$ cat src/rtl/spart_pkg.sv
// spart_pkg: FSM state types and width helpers shared by the SPART serial port
package spart_pkg;

    typedef enum logic [2:0] {
        TX_IDLE,
        TX_START,
        TX_DATA,
        TX_PARITY,
        TX_STOP
    } tx_state_t;

    typedef enum logic [2:0] {
        RX_IDLE,
        RX_START,
        RX_DATA,
        RX_PARITY,
        RX_STOP
    } rx_state_t;

    // Widest legal payload; sizing the bit index for it covers every legal DATA_BITS
    localparam int DATA_BITS_MAX = 9;
    localparam int BIT_IDX_W     = $clog2(DATA_BITS_MAX + 1);

    // Tick counter width for a given oversample ratio
    function automatic int tick_cnt_w(input int oversample);
        return $clog2(oversample);
    endfunction

endpackage

$ cat src/rtl/spart_baud_gen.sv
// spart_baud_gen: oversample tick generator, one pulse every div_i+1 clocks
module spart_baud_gen
    import spart_pkg::*;
#(
    parameter int DIV_W = 16
) (
    input  logic             clk,
    input  logic             rst,
    input  logic [DIV_W-1:0] div_i,
    output logic             tick_o
);

    logic [DIV_W-1:0] cnt_q, cnt_d;

    assign tick_o = (cnt_q == '0);
    assign cnt_d  = tick_o ? div_i : cnt_q - DIV_W'(1);

    // Down-counter; a new divisor is picked up only at reload
    always_ff @(posedge clk) begin
        if (rst) cnt_q <= div_i;
        else     cnt_q <= cnt_d;
    end

endmodule

$ cat src/rtl/spart_os.sv
// spart_os: full-duplex UART, programmable baud tick, oversampled mid-bit receiver
// Build option: define SPART_PARITY_EN to add a parity bit (PARITY_ODD selects odd parity).
module spart_os
    import spart_pkg::*;
#(
    parameter int DATA_BITS  = 8,
    parameter int STOP_BITS  = 1,
    parameter int OVERSAMPLE = 16,
    parameter int DIV_W      = 16
`ifdef SPART_PARITY_EN
    ,
    parameter bit PARITY_ODD = 1'b0
`endif
) (
    input  logic                 clk,
    input  logic                 rst,
    input  logic [DIV_W-1:0]     baud_div,
    input  logic                 send_tx,
    input  logic [DATA_BITS-1:0] tx_data,
    output logic                 tbr,
    output logic                 txd,
    input  logic                 rxd,
    output logic [DATA_BITS-1:0] rx_data,
    output logic                 rda,
    output logic                 frame_err,
    output logic                 parity_err
);

    localparam int BIT_W  = BIT_IDX_W;
    localparam int TICK_W = tick_cnt_w(OVERSAMPLE);
    localparam logic [TICK_W-1:0] TICK_LAST = TICK_W'(OVERSAMPLE - 1);
    localparam logic [TICK_W-1:0] TICK_MID  = TICK_W'(OVERSAMPLE / 2 - 1);
    localparam logic [BIT_W-1:0]  DATA_LAST = BIT_W'(DATA_BITS - 1);
    localparam logic [BIT_W-1:0]  STOP_LAST = BIT_W'(STOP_BITS - 1);

`ifdef SPART_PARITY_EN
    localparam bit PAR_EN  = 1'b1;
    localparam bit PAR_ODD = PARITY_ODD;
`else
    localparam bit PAR_EN  = 1'b0;
    localparam bit PAR_ODD = 1'b0;
`endif

    logic tick;

    spart_baud_gen #(.DIV_W(DIV_W)) u_baud (
        .clk    (clk),
        .rst    (rst),
        .div_i  (baud_div),
        .tick_o (tick)
    );

    // ---------------------------------------------------------------- TX
    tx_state_t            tx_state_q, tx_state_d;
    logic                 tx_wait_q, tx_wait_d;
    logic [DATA_BITS-1:0] tx_shift_q, tx_shift_d;
    logic [TICK_W-1:0]    tx_tick_q, tx_tick_d;
    logic [BIT_W-1:0]     tx_bit_q, tx_bit_d;
    logic                 tx_par_q, tx_par_d;
    logic                 txd_q, txd_d;

    assign tbr = (tx_state_q == TX_IDLE);
    assign txd = txd_q;

    // TX state register; txd is registered so the pin never sees decode glitches
    always_ff @(posedge clk) begin
        if (rst) begin
            tx_state_q <= TX_IDLE;
            tx_wait_q  <= 1'b0;
            tx_shift_q <= '0;
            tx_tick_q  <= '0;
            tx_bit_q   <= '0;
            tx_par_q   <= 1'b0;
            txd_q      <= 1'b1;
        end else begin
            tx_state_q <= tx_state_d;
            tx_wait_q  <= tx_wait_d;
            tx_shift_q <= tx_shift_d;
            tx_tick_q  <= tx_tick_d;
            tx_bit_q   <= tx_bit_d;
            tx_par_q   <= tx_par_d;
            txd_q      <= txd_d;
        end
    end

    // TX next state: the start bit waits for the first tick, then each bit lasts OVERSAMPLE ticks
    always_comb begin
        tx_state_d = tx_state_q;
        tx_wait_d  = tx_wait_q;
        tx_shift_d = tx_shift_q;
        tx_tick_d  = tx_tick_q;
        tx_bit_d   = tx_bit_q;
        tx_par_d   = tx_par_q;
        if (tx_state_q == TX_IDLE) begin
            if (send_tx) begin
                tx_state_d = TX_START;
                tx_wait_d  = 1'b1;
                tx_shift_d = tx_data;
                tx_par_d   = (^tx_data) ^ PAR_ODD;
                tx_tick_d  = '0;
                tx_bit_d   = '0;
            end
        end else if (tick) begin
            if (tx_wait_q) begin
                tx_wait_d = 1'b0;
            end else if (tx_tick_q != TICK_LAST) begin
                tx_tick_d = tx_tick_q + TICK_W'(1);
            end else begin
                tx_tick_d = '0;
                case (tx_state_q)
                    TX_START: begin
                        tx_state_d = TX_DATA;
                        tx_bit_d   = '0;
                    end
                    TX_DATA: begin
                        tx_shift_d = tx_shift_q >> 1;
                        tx_bit_d   = (tx_bit_q == DATA_LAST) ? '0 : tx_bit_q + BIT_W'(1);
                        tx_state_d = (tx_bit_q != DATA_LAST) ? TX_DATA : PAR_EN ? TX_PARITY : TX_STOP;
                    end
                    TX_PARITY: begin
                        tx_state_d = TX_STOP;
                        tx_bit_d   = '0;
                    end
                    TX_STOP: begin
                        tx_bit_d   = tx_bit_q + BIT_W'(1);
                        tx_state_d = (tx_bit_q == STOP_LAST) ? TX_IDLE : TX_STOP;
                    end
                    default: tx_state_d = TX_IDLE;
                endcase
            end
        end
        txd_d = (tx_state_d == TX_DATA)   ? tx_shift_d[0] :
                (tx_state_d == TX_PARITY) ? tx_par_d :
                !((tx_state_d == TX_START) && !tx_wait_d);
    end

    // ---------------------------------------------------------------- RX
    rx_state_t            rx_state_q, rx_state_d;
    logic                 rx_s1_q, rx_s2_q;
    logic [DATA_BITS-1:0] rx_shift_q, rx_shift_d;
    logic [TICK_W-1:0]    rx_tick_q, rx_tick_d;
    logic [BIT_W-1:0]     rx_bit_q, rx_bit_d;
    logic                 rx_perr_q, rx_perr_d;
    logic [DATA_BITS-1:0] rx_data_q, rx_data_d;
    logic                 rda_q, rda_d;
    logic                 ferr_q, ferr_d;
    logic                 perr_out_q, perr_out_d;

    assign rx_data    = rx_data_q;
    assign rda        = rda_q;
    assign frame_err  = ferr_q;
    assign parity_err = perr_out_q;

    // Two-flop synchroniser on the asynchronous serial input; idles high
    always_ff @(posedge clk) begin
        if (rst) begin
            rx_s1_q <= 1'b1;
            rx_s2_q <= 1'b1;
        end else begin
            rx_s1_q <= rxd;
            rx_s2_q <= rx_s1_q;
        end
    end

    // RX state register and result outputs
    always_ff @(posedge clk) begin
        if (rst) begin
            rx_state_q <= RX_IDLE;
            rx_shift_q <= '0;
            rx_tick_q  <= '0;
            rx_bit_q   <= '0;
            rx_perr_q  <= 1'b0;
            rx_data_q  <= '0;
            rda_q      <= 1'b0;
            ferr_q     <= 1'b0;
            perr_out_q <= 1'b0;
        end else begin
            rx_state_q <= rx_state_d;
            rx_shift_q <= rx_shift_d;
            rx_tick_q  <= rx_tick_d;
            rx_bit_q   <= rx_bit_d;
            rx_perr_q  <= rx_perr_d;
            rx_data_q  <= rx_data_d;
            rda_q      <= rda_d;
            ferr_q     <= ferr_d;
            perr_out_q <= perr_out_d;
        end
    end

    // RX next state: half a bit after the start edge re-checks the line, then samples every bit centre
    always_comb begin
        rx_state_d = rx_state_q;
        rx_shift_d = rx_shift_q;
        rx_tick_d  = rx_tick_q;
        rx_bit_d   = rx_bit_q;
        rx_perr_d  = rx_perr_q;
        rx_data_d  = rx_data_q;
        rda_d      = 1'b0;
        ferr_d     = 1'b0;
        perr_out_d = 1'b0;
        if (rx_state_q == RX_IDLE) begin
            if (!rx_s2_q) begin
                rx_state_d = RX_START;
                rx_tick_d  = '0;
                rx_bit_d   = '0;
                rx_perr_d  = 1'b0;
            end
        end else if (tick) begin
            rx_tick_d = rx_tick_q + TICK_W'(1);
            if (rx_state_q == RX_START) begin
                if (rx_tick_q == TICK_MID) begin
                    rx_tick_d  = '0;
                    rx_state_d = rx_s2_q ? RX_IDLE : RX_DATA;
                end
            end else if (rx_tick_q == TICK_LAST) begin
                rx_tick_d = '0;
                case (rx_state_q)
                    RX_DATA: begin
                        rx_shift_d = {rx_s2_q, rx_shift_q[DATA_BITS-1:1]};
                        rx_bit_d   = (rx_bit_q == DATA_LAST) ? '0 : rx_bit_q + BIT_W'(1);
                        rx_state_d = (rx_bit_q != DATA_LAST) ? RX_DATA : PAR_EN ? RX_PARITY : RX_STOP;
                    end
                    RX_PARITY: begin
                        rx_perr_d  = rx_s2_q ^ (^rx_shift_q) ^ PAR_ODD;
                        rx_state_d = RX_STOP;
                    end
                    RX_STOP: begin
                        rx_state_d = RX_IDLE;
                        rx_data_d  = rx_shift_q;
                        rda_d      = 1'b1;
                        ferr_d     = !rx_s2_q;
                        perr_out_d = PAR_EN & rx_perr_q;
                    end
                    default: rx_state_d = RX_IDLE;
                endcase
            end
        end
    end

endmodule

$ cat config.mk
export PLATFORM = sky130hd
export DESIGN_NAME = spart_os
export DESIGN_NICKNAME = d
export VERILOG_FILES = /design/src/rtl/spart_pkg.sv /design/src/rtl/spart_baud_gen.sv /design/src/rtl/spart_os.sv
export SDC_FILE = /design/constraint.sdc
export NUM_CORES = 1
export LEC_CHECK = 0
export BUFFER_PORTS_ARGS = -buffer_cell sky130_fd_sc_hd__buf_4
export CORE_MARGIN = 2
export CORE_UTILIZATION = 57
export CTS_CLUSTER_SIZE = 8
export DETAILED_ROUTE_END_ITERATION = 8
export GPL_TIMING_DRIVEN = 1
export PLACE_DENSITY = 0.78
export SLEW_MARGIN = 10
export SYNTH_ARGS = -nofsm -noshare
export SYNTH_HDL_FRONTEND = slang
export SYNTH_HIERARCHICAL = 1
export SYNTH_SLANG_ARGS = --single-unit
$ cat constraint.sdc
create_clock -name clk -period 2.9 [get_ports clk]
set_clock_uncertainty 0.2 [all_clocks]
set_input_delay 0.58 -clock clk [delete_from_list [all_inputs] [get_ports clk]]
set_output_delay 0.58 -clock clk [all_outputs]
set_load 0.02 [all_outputs]
# Word-level counts from Yosys, hierarchy flattened
# Cells that the tools add are included.
[word_totals]
ff_bits = 69
input_bits = 28
output_inout_bits = 13
word_cells = 135
[classes]
addsub = 5
eq_ne = 24
muxes = 56
bitwise = 5
reduce_logical = 27
[op_table]
columns = ["op", "count"]
rows = [
  ["2-to-1 mux 4 bit", 22],
  ["2-to-1 mux 8 bit", 6],
  ["2-to-1 mux 3 bit", 14],
  ["2-to-1 mux 16 bit", 2],
  ["AND reduction 5 bit", 5],
  ["equality test 3 x 2 -> 1 bit, second input constant", 6],
  ["adder 4 x 1 -> 4 bit, second input constant", 4],
  ["zero test 16 bit", 1],
  ["subtractor 16 x 1 -> 16 bit, second input constant", 1],
  ["equality test 4 x 3 -> 1 bit, second input constant", 3],
  ["one-hot mux 3 bit (4 select lines)", 1],
  ["one-hot mux 4 bit (3 select lines)", 1],
  ["!= test 2 bit, second input constant", 5],
  ["nonzero test 2 bit", 5],
  ["equality test 3 x 1 -> 1 bit, second input constant", 3],
  ["2-to-1 mux 1 bit", 8],
  ["!= test 4 x 3 -> 1 bit, second input constant", 2],
  ["parity 8 bit", 1],
  ["equality test 3 bit, second input constant", 2],
  ["zero test 3 bit", 2],
  ["one-hot mux 3 bit (2 select lines)", 1],
  ["OR reduction 6 bit", 1],
  ["inverter 1 bit", 5],
  ["OR reduction 5 bit", 1],
  ["other kinds (13)", 15],
]

# Depth between registers and ports, before layout
[logic_depth]
depth_word = 12
depth_mapped = 9
ltp_nobuf = 8

# Modules after synthesis
# Netlist, hierarchy kept.
[modules_own_cells]
columns = ["module", "instances", "cells_each", "area_per_inst_um2", "seq_area_each_um2"]
rows = [
  ["spart_os", 1, 291, 2585.0, 1061.0],
  ["spart_baud_gen", 1, 94, 895.9, 320.3],
]

# Least setup slack after synthesis
# OpenSTA, ideal clock, no wires.
[synth_path]
kind = "reg-to-reg"
startpoint = "reg u_baud.cnt_q[4]"
endpoint = "reg rx_bit_q[2]"
setup_ns = 0.070
t_arrival_ns = 2.076
required_ns = 2.630
path_slack_ns = 0.554
stages_incl_launch_ff = 9
n_path_buf = 2
synth_period_minus_slack_ns = 2.346
path_cell_list = "dfxtp_1 > nor3_1 > buf_2 > and4_1 > and2_1 > nand4_1 > buf_2 > or3b_1 > a21oi_1"
[synth_between]
elab_chain_len = 3
[synth_rtl]
columns = ["element", "line_no", "rtl"]
rows = [
  ["from (decl)", "spart_baud_gen.sv:13", "logic [DIV_W-1:0] cnt_q, cnt_d;"],
  ["from (signal assigned)", "spart_baud_gen.sv:20", "if (rst) cnt_q <= div_i;"],
  ["from (signal assigned)", "spart_baud_gen.sv:21", "else cnt_q <= cnt_d;"],
  ["zero test 16 bit", "spart_baud_gen.sv:15", "assign tick_o = (cnt_q == '0);"],
  ["named net tick", "spart_os.sv:44", "logic tick;"],
  ["nonzero test 2 bit (no source line)", "--", ""],
  ["AND reduction 5 bit (no source line)", "--", ""],
  ["to (signal assigned)", "spart_os.sv:181", "rx_bit_q <= rx_bit_d;"],
  ["to (decl)", "spart_os.sv:142", "logic [BIT_W-1:0] rx_bit_q, rx_bit_d;"],
]
# The timed path passes the listed nets, and every way through them passes these cells.
# A chain may end at the register's enable or synchronous reset.

# Final worst setup path
[layout_path]
startpoint = "reg u_baud.cnt_q[0]"
endpoint = "reg rx_bit_q[3]"
# Same word-level chain as after synthesis.

==> results.ini <==
[run_status]
status = finished clean

[route]
post_drt_wl_per_cell_um = 14.0
top_layer = met4
drc = 0
wl_met1_um = 3180
dr.pass1.iters = 5
wl_met3_um = 287
drtIter0Drc = 132
drt_wl_total_um = 6960
wl_met2_um = 3410
via_count = 2859
via_per_inst = 5.73
ant_nets = 0

[timing]
min_period_over_period_pct = 91.5
worst_slew_pin_slew_ns = 0.554
max_freq_mhz = 377
setup_viol = 0
hold_viol = 0
finalMaxSlewViolations = 0
period_needed_ns = 2.65
hold_slack_ns = 0.214
fin_tns_setup_ns = 0
slew_headroom_pct = 62.9
rsz0062_at_grt = no

[synthesis]
ys_ff_latch = 69
synth.avg_cell_area_um2 = 9.04
synth_area_um2 = 3480
yosysTopAreaCellShare_pct = 39.7
synthCells = 385
ys.warnings.count = 6
synth_top_area_cell = dfxtp_1
synth-main-ff-cell = dfxtp_1
yosysUniqueCellTypes = 67
synth_seq_area_share_pct = 39.7
synthesis.nets = 420
synth_area_leaders = dfxtp_1 (40%), nor2_1 (5.1%), mux2i_1 (4.9%), a21oi_1 (4.5%), xor2_1 (2.8%)
synth-edff-count = 0
ys_async_sr_fraction_pct = 0

[floorplanning]
die_area_um2 = 6750
top_level_ports = 41
die_y_um = 82.1
fp.dieW_um = 82.1
coreArea_um2 = 5920
num_rows = 28
initial_utilization_pct = 58.8

[global_routing]
grt_pass1_wl_um = 11800
grt_usage_pct = 22.4
grt_remaining_overflow = 0
grt_pass1_vias = 2704
antenna_found_initial = 0
grt_max_degree = 53

[cts]
clkLatencyLatePin_ns = 0.34
clock_path_buffers = 2
ctsHoldBuffers = 0
cts_tree = yes
clock_sinks = 69
cts-root-buf = clkbuf_8
htree_num_levels = 3
cts_buffers = 9
cts.clk_slew.worst_paths_ns = 0.07
cts_resized = 0
postCtsSetupRepairBufs = 0

[place]
dp_hpwl_um = 4910
dp.cells = 483
place_area_um2 = 3810
gp_congestion = 0.859
portBuffers = 39

[finish]
finish.instance_area_um2 = 3990
fillers = 494
layout-drive-gt1-share_pct = 20.5
areaGrowthSynthToFinish_pct = 14.5
multiInputGateArea_um2 = 1950
regArea_um2 = 1380
final_cells = 499
diodes = 0
nets = 454

[setup_path]
cp.required_ns = 2.97
r2r_start = u_baud/cnt_q[0]
critPathMaxFanout = 8
cp-endpoint = rx_bit_q[3]
startpoint = u_baud/cnt_q[0]
critPathKind = flop to flop
cp_data_arrival_time_ns = 2.73
reg2reg_to = rx_bit_q[3]
path_delay_family = simple AND/OR/NAND/NOR gates
cp-end-kind = flop
slowest_stage = or4b_1
cp_num_buf_inv = 1
path_cells = inv_1 > ha_1 > nor4b_2 > and4_1 > and2_1 > nand4_1 > or4b_1 > a21oi_1
worst_r2r_path_depth = 8
r2r_setup_slack_ns = 0.25
max_stage_delay_ns = 0.57
start_kind = flop
crit_cells = 8

[power_and_ir_drop]
cellPowerDensity_nw_per_um2 = 494
p_total_mw = 1.97
p_leak_nw = 1.51
ir_drop_mv = 0.428

[hold_path]
min-delay-path-class = flop to flop

[run]
maxCapViolCount = 0

[sequential cells by signal (all words and copies together), names as in the netlist, 4 cells and up]
| name | cells |
|---|---|
| rx_bit_q | 4 |
| rx_data | 8 |
| rx_shift_q | 8 |
| rx_tick_q | 4 |
| tx_bit_q | 4 |
| tx_shift_q | 8 |
| tx_tick_q | 4 |
| u_baud/cnt_q | 16 |
[cell usage in the layout (no fill, tap or decap), drive strengths merged, types with 6 or more instances in the layout]
master,synthesis,routed
nand3,17,17
ha,7,7
a21oi,41,41
nor2,47,47
nand4,9,9
nor4,6,6
dfxtp,69,69
xor2,11,11
inv,11,11
o21ai,9,9
clkbuf,14,13
xnor2,10,10
nand2,10,10
nor3,12,12
buf,9,46
mux2i,17,17
a22oi,7,7
[worst register-to-register path, delay by kind of cell, from the launching register on]
kind	cells	cell delay [ns]
AOI/OAI and AO/OA	1	0.14
adders and majority gates	1	0.15
buffers and inverters	1	0.10
DFF	1	0.35
and+or+nand+nor	5	1.64
[how the worst min path moves through the flow]
stage	start	endpoint	cells after the start	slack (ns)
after CTS	rxd	rx_s1_q	2	0.21
after global placement	rx_s1_q	rx_s2_q	1	0.19
after detailed placement	rx_s1_q	rx_s2_q	1	0.20
final	rx_s1_q	rx_s2_q	1	0.21
after floorplan	rx_s1_q	rx_s2_q	1	0.19
after global routing	rxd	rx_s1_q	2	0.21
[Yosys cell counts (all sizes together), types with 6 or more instances]
library cell	n
nand2	10
clkbuf	14
nand3	17
ha	7
buf	9
nor3	12
xor2	11
nand4	9
nor2	47
o21ai	9
mux2i	17
dfxtp	69
inv	11
xnor2	10
a21oi	41
a22oi	7
nor4	6
[kinds of logic (layout without fill, tap and decap cells)]
| kind of cell | Yosys count | after routing | synth area share (%) |
|---|---|---|---|
| buffers and inverters | 34 | 73 | 4.42 |
| AND/OR/NAND/NOR | 146 | 146 | 24.5 |
| AO/OA/AOI/OAI | 85 | 85 | 17.0 |
| adder cells (fa/ha/maj) | 9 | 9 | 3.09 |
| multiplexers | 20 | 20 | 5.97 |
| flip-flops | 69 | 69 | 39.7 |
| other | 1 | 1 | 0.108 |
| XOR/XNOR | 21 | 21 | 5.28 |
[final cells by class]
class                           count  share of cell area (%)
Tap cell                           75                    2.35
Clock buffer                       13                    3.99
Inverter                           11                    1.04
Clock inverter                      3                   0.502
Timing Repair Buffer               46                    8.66
Sequential cell                    69                    34.7
Multi-Input combinational cell    282                    48.8
[metal layers]
layer  global-route usage [%]  vias to the layer above
li1                         -                     1463
met1                     27.5                     1328
met2                     38.7                       58
met3                     6.63                       10
met4                     5.17                        0
met5                        0                        -
[power by group]
part           internal [mW]  total [mW]  leakage (nW)  switching, mW
logic                  0.107       0.223         0.862          0.116
clock network          0.356       0.707        0.0857          0.351
registers              0.988        1.04         0.564         0.0486
[metrics by stage]
stage | util, % | setup WS [ns]
2_1_floorplan | - | 0.554
3_3_place_gp | 64.3 | 0.373
3_5_place_dp | 64.3 | 0.268
4_1_cts | 67.3 | 0.264
5_1_grt | 67.3 | 0.0490
6_report | 67.3 | 0.245
Power figures use the tool's default switching activity.
